$ cat src/rtl/fas.sv
// fas: registered WIDTH-bit full adder/subtractor.
// A ripple chain of one-bit add or subtract cells produces the result; the
// sum/difference, carry/borrow-out and signed-overflow flag are captured on
// every valid cycle and held otherwise. Outputs come straight from flops.
module fas #(
   parameter int WIDTH = 1
) (
   input  logic             clk,
   input  logic             rst,
   input  logic             in_valid,
   input  logic [WIDTH-1:0] a,
   input  logic [WIDTH-1:0] b,
   input  logic             cin,
   input  logic             s_op,
   output logic [WIDTH-1:0] s,
   output logic             cout,
   output logic             ovf,
   output logic             out_valid
);

   // One-bit add cell, returns {carry_out, sum}.
   function automatic logic [1:0] add_cell(input logic ai, input logic bi, input logic ci);
      return {(ai & bi) | (ai & ci) | (bi & ci), ai ^ bi ^ ci};
   endfunction

   // One-bit subtract cell, returns {borrow_out, difference}.
   function automatic logic [1:0] sub_cell(input logic ai, input logic bi, input logic bri);
      return {(~ai & bi) | (~(ai ^ bi) & bri), ai ^ bi ^ bri};
   endfunction

   // Operands are forced to zero while idle so undriven inputs never reach the chain.
   logic [WIDTH-1:0] a_g_s;
   logic [WIDTH-1:0] b_g_s;
   logic             cin_g_s;
   logic             op_g_s;

   logic [WIDTH:0]   chain_s;   // chain_s[i] is the carry/borrow into cell i
   logic [WIDTH-1:0] res_s;
   logic [1:0]       cell_s;
   logic             ovf_s;

   logic [WIDTH-1:0] s_q,    s_d;
   logic             cout_q, cout_d;
   logic             ovf_q,  ovf_d;
   logic             vld_q,  vld_d;

   // Gate the operands with in_valid.
   always_comb begin
      a_g_s   = in_valid ? a    : {WIDTH{1'b0}};
      b_g_s   = in_valid ? b    : {WIDTH{1'b0}};
      cin_g_s = in_valid ? cin  : 1'b0;
      op_g_s  = in_valid ? s_op : 1'b0;
   end

   // Ripple the carry/borrow through WIDTH cells; overflow compares the MSB cell's in and out.
   always_comb begin
      chain_s    = {(WIDTH+1){1'b0}};
      res_s      = {WIDTH{1'b0}};
      cell_s     = 2'b00;
      chain_s[0] = cin_g_s;
      for (int i = 0; i < WIDTH; i++) begin
         cell_s         = op_g_s ? sub_cell(a_g_s[i], b_g_s[i], chain_s[i])
                                 : add_cell(a_g_s[i], b_g_s[i], chain_s[i]);
         res_s[i]       = cell_s[0];
         chain_s[i + 1] = cell_s[1];
      end
      ovf_s = chain_s[WIDTH-1] ^ chain_s[WIDTH];
   end

   // Next state: load a new result on valid input, otherwise hold the last one.
   always_comb begin
      s_d    = s_q;
      cout_d = cout_q;
      ovf_d  = ovf_q;
      vld_d  = 1'b0;
      if (in_valid) begin
         s_d    = res_s;
         cout_d = chain_s[WIDTH];
         ovf_d  = ovf_s;
         vld_d  = 1'b1;
      end else begin
         vld_d  = 1'b0;
      end
   end

   // Result registers with synchronous reset taking priority over capture.
   always_ff @(posedge clk) begin
      if (rst) begin
         s_q    <= {WIDTH{1'b0}};
         cout_q <= 1'b0;
         ovf_q  <= 1'b0;
         vld_q  <= 1'b0;
      end else begin
         s_q    <= s_d;
         cout_q <= cout_d;
         ovf_q  <= ovf_d;
         vld_q  <= vld_d;
      end
   end

   assign s         = s_q;
   assign cout      = cout_q;
   assign ovf       = ovf_q;
   assign out_valid = vld_q;

endmodule

$ cat config.mk
export PLATFORM = sky130hd
export DESIGN_NAME = fas
export DESIGN_NICKNAME = d
export VERILOG_FILES = /design/src/rtl/fas.sv
export SDC_FILE = /design/constraint.sdc
export NUM_CORES = 1
export LEC_CHECK = 0
export BUFFER_PORTS_ARGS = -buffer_cell sky130_fd_sc_hd__buf_2
export CORE_AREA = 2 2 39 41
export DETAILED_ROUTE_END_ITERATION = 8
export DIE_AREA = 0 0 41 43
export PLACE_DENSITY = 0.36
export SLEW_MARGIN = 5
export SYNTH_ARGS = -nofsm -noshare
export SYNTH_HDL_FRONTEND = slang
export SYNTH_SLANG_ARGS = --single-unit
$ cat constraint.sdc
create_clock -name clk -period 4.3 [get_ports clk]
set_input_delay 0.86 -clock clk [delete_from_list [all_inputs] [get_ports clk]]
set_output_delay 0.86 -clock clk [all_outputs]
set_load 0.05 [all_outputs]
Yosys cells after proc, flatten, opt, wreduce, memory -nomap -nowiden
Cells that the tools add are included.
- output and inout port bits: 4
- register bits after elaboration: 4
- input bits: 7
- muxes and demuxes: 6
- bitwise operators: 13
- operators by type and width (operator ; count):
    $and 1x1->1 ; 5
    $mux 1 ; 5
    $or 1x1->1 ; 3
    $xor 1x1->1 ; 3
    $mux 2 ; 1
    $not 1->1 ; 2

Logic depth before layout (Yosys ltp)
- depth after elaboration: 7
- mapped depth: 9

Worst setup path before layout
No wires, ideal clock.
- path type: in2reg
- from: input port in_valid
- to: register ovf_q, in the netlist ovf
- data arrival time: 2188 ps
- setup slack: 2024 ps
- required time: 4212 ps
- cell stages on the path: 9
- buffers on the path: 1
- library setup time: 88 ps
- cells stage by stage: clkbuf_1 and2_2 ha_1 inv_1 ha_1 inv_1 a32oi_2 and3_1 nor4_2
- cells in the longest elaborated chain, start to end: 7
- elaborated cells on any way between the ends: 17
- those cells by class: mux: 5; bitwise: 12
- RTL lines (what ; RTL line ; text):
    start, declared ; 10 ; input logic in_valid,
    $mux 1, on equally long branches ; 49, 50 ;
    $xor 1x1->1 ; 28 ; return {(~ai & bi) | (~(ai ^ bi) & bri), ai ^ bi ^ bri};
    $not 1->1 ; 28 ;
    $and 1x1->1 ; 28 ;
    $or 1x1->1 ; 28 ;
    $mux 2 ; 62 ; cell_s = op_g_s ? sub_cell(a_g_s[i], b_g_s[i], chain_s[i])
    $xor 1x1->1 ; 67 ; ovf_s = chain_s[WIDTH-1] ^ chain_s[WIDTH];
    end signal, assigned ; 96 ; ovf_q <= ovf_d;
    end, declared ; 44 ; logic ovf_q, ovf_d;
Several ways; a longest one is shown, not always the timed one.
A chain may end at the register's enable or synchronous reset.

Final worst setup path
Ends and elaborated chain as after synthesis.

==> flow_metrics.tcl <==
set metrics [dict create \
    holdPathStages 2 \
    timing.critical_path.from_type "input pin" \
    routabilityCongestion 0.6015 \
    timing.setup.tns_ns 0 \
    timing.critical_path.slowest_cell_delay_ns 0.26 \
    detail_route.drc_violations 0 \
    syn_nets 35 \
    mostFrequentLayoutCell "buf_2" \
    grt-ovfl-total 0 \
    cts_hold_repair.buffers 0 \
    relSlewSlack 0.8344 \
    worst_slack_ns 2.210 \
    worst_setup_hold_path_clk_slew_ns 0.04 \
    core_area_sq_um 1384 \
    nets 49 \
    post_synth_inst_count 26 \
    io-pin-count 11 \
    cts-htree-levels 1 \
    finalHoldViolCount 0 \
    vdd.ir_drop.worst_v 0.0001032 \
    worstMarginPinSlew_ns 0.2501 \
    dpl_worst_slack_ns 1.949 \
    die_height_um 43 \
    clock_path_buffers 2 \
    sequence_of_cells_on_the_critical_path "buf_2, and2_2, ha_1, inv_1, ha_1, inv_1, a32oi_2, and3_1, nor4_2" \
    clkSinkCount 4 \
    detailroute.via_count 212 \
    initial_utilization 0.1754 \
    rr_worst_depth 2 \
    synth.yosys.warnings 0 \
    antenna_cells_inserted 0 \
    design_power_mw 0.1168 \
    rsz_0062_raised_after_global_routing "no" \
    die_x_um 41 \
    die_footprint_sq_um 1763 \
    postSynthRegisterBits 4 \
    grt_antenna_before_repair 0 \
    floorplan.rows 14 \
    synth.lib_cells_used.distinct 16 \
    critical_path.reg2reg.endpoint "s" \
    layout-drive-gt1-share 0.4474 \
    dominant_cell_type_by_area_after_synthesis "dfxtp_1" \
    grt_usage 0.07315 \
    postCtsSetupRepairBufs 0 \
    layout-area-overhead-vs-synth_pct 36.60 \
    netlist_top_cells_area "dfxtp_1 33%, ha_1 10%, and2_1 7.7%" \
    tritoncts "done" \
    most_frequent_cells_in_the_layout "10 x buf_2, 4 x nor2_1, 4 x dfxtp_1" \
    yosys.area.top_type_share 0.3299 \
    cts_inserted_buffers 3 \
    slew_viol_final 0 \
    min_period_over_period 0.4860 \
    nFillCells 160 \
    path_delay_family "simple AND/OR/NAND/NOR gates" \
    timing.critical_path.slowest_stage_cell "ha_1" \
    synth_area_per_cell_sq_um 9.336 \
    ff2ff_setup_slack_ns 3.68 \
    clkLatencyLatePin_ns 0.23 \
    finClkSkew_ns 0 \
    number_of_global_route_vias_before_repair 218 \
    worst-endpoint-arrival_ns 2.23 \
    setup.worst_path.class "in -> reg" \
    setup_crit_end_kind "register" \
    detail_route.vias_per_cell 3.926 \
    antenna_violating_nets_post_route 0 \
    synth-seq-area-share 0.3299 \
    timing.hold.worst.start "cout" \
    grt_pass1_wl_um 814 \
    min_to "cout" \
    status "completed" \
    final_setup_viols 0 \
    first_pass_iters 3 \
    post_cts_resized 0 \
    cts_root_buf "clkbuf_4" \
    routed_wire_length_per_instance_um 9.296 \
    route.final.wire_length_um 502 \
    drv_cap 0 \
    max_freq_mhz 478.5 \
    total_leakage_power_nw 0.1624 \
    worst_r2r_src "s" \
    power_density_nw_per_um2 352.4 \
    netlist_area_sq_um 242.7 \
    crit_fanout 11 \
    portBuffers 10 \
    required_ns 4.44 \
    period_minus_slack_ns 2.090 \
    min_path_type "reg -> reg" \
    grt_start_max_net_pins 12 \
    first_iter_violations 1 \
    critPathBufInv 3 \
]
area by class of cell:
type                            count  area [sq um]  share of cell area
Timing Repair Buffer               10         50.05              0.1509
Multi-Input combinational cell     19         151.4              0.4566
Tap cell                           16         20.02             0.06038
Sequential cell                     4         80.08              0.2415
Inverter                            2         7.507             0.02264
Clock buffer                        3         22.52             0.06792
routing by layer:
layer / wire length (um) / GRT usage / share of wire
met1: 219 / 0.07987 / 0.44
met4: 0 / 0.1000 / 0
met2: 220 / 0.09063 / 0.44
met3: 61 / 0.02094 / 0.12
met5: 0 / 0 / 0
flip-flops by register name, indices dropped and copies added, names as in the netlist:
register   count
s              1
ovf            1
cout           1
out_valid      1
worst reg2reg max path: cells and delay by family (launching register included):
family | cells | cell delay (ns)
and+or+nand+nor | 1 | 0.05
DFF | 1 | 0.32
AOI/OAI and AO/OA | 1 | 0.17
where the power goes:
group | switching (mW) | internal [mW]
sequential | 0.00109 | 0.0402
combinational | 0.0195 | 0.0105
clock | 0.0144 | 0.0312
total | 0.0350 | 0.0818
cell usage after synthesis (all sizes together):
library cell,n
and2,4
nor2,4
dfxtp,4
a211oi,1
and3,1
nor4,1
clkbuf,1
mux2i,1
a32oi,1
nor2b,1
nor3b,1
o21ai,1
inv,2
ha,2
nand2b,1
cell families after synthesis:
family	Yosys count	synth area share
multiplexers	1	0.04124
AND/OR/NAND/NOR	13	0.3608
buffers and inverters	3	0.04639
AO/OA/AOI/OAI	3	0.1186
adder cells (fa/ha/maj)	2	0.1031
flip-flops	4	0.3299
through the flow:
stage          cells    util  area (sq um)  hold WS (ns)
2_1_floorplan     26       -         242.7        0.7046
3_3_place_gp      51  0.2233         309.0        0.4860
3_5_place_dp      51  0.2233         309.0        0.4814
4_1_cts           54  0.2396         331.6        0.4905
5_1_grt           54  0.2396         331.6        0.5061
6_report          54  0.2396         331.6        0.4860
worst max-delay path by stage:
stage	from	endpoint	cells after the start
floorplan	in_valid	ovf	9
global placement	in_valid	ovf	9
detailed placement	in_valid	ovf	9
CTS	in_valid	ovf	9
global route	in_valid	ovf	9
finish	in_valid	ovf	9
No activity file was read; power rests on OpenSTA's default activity.
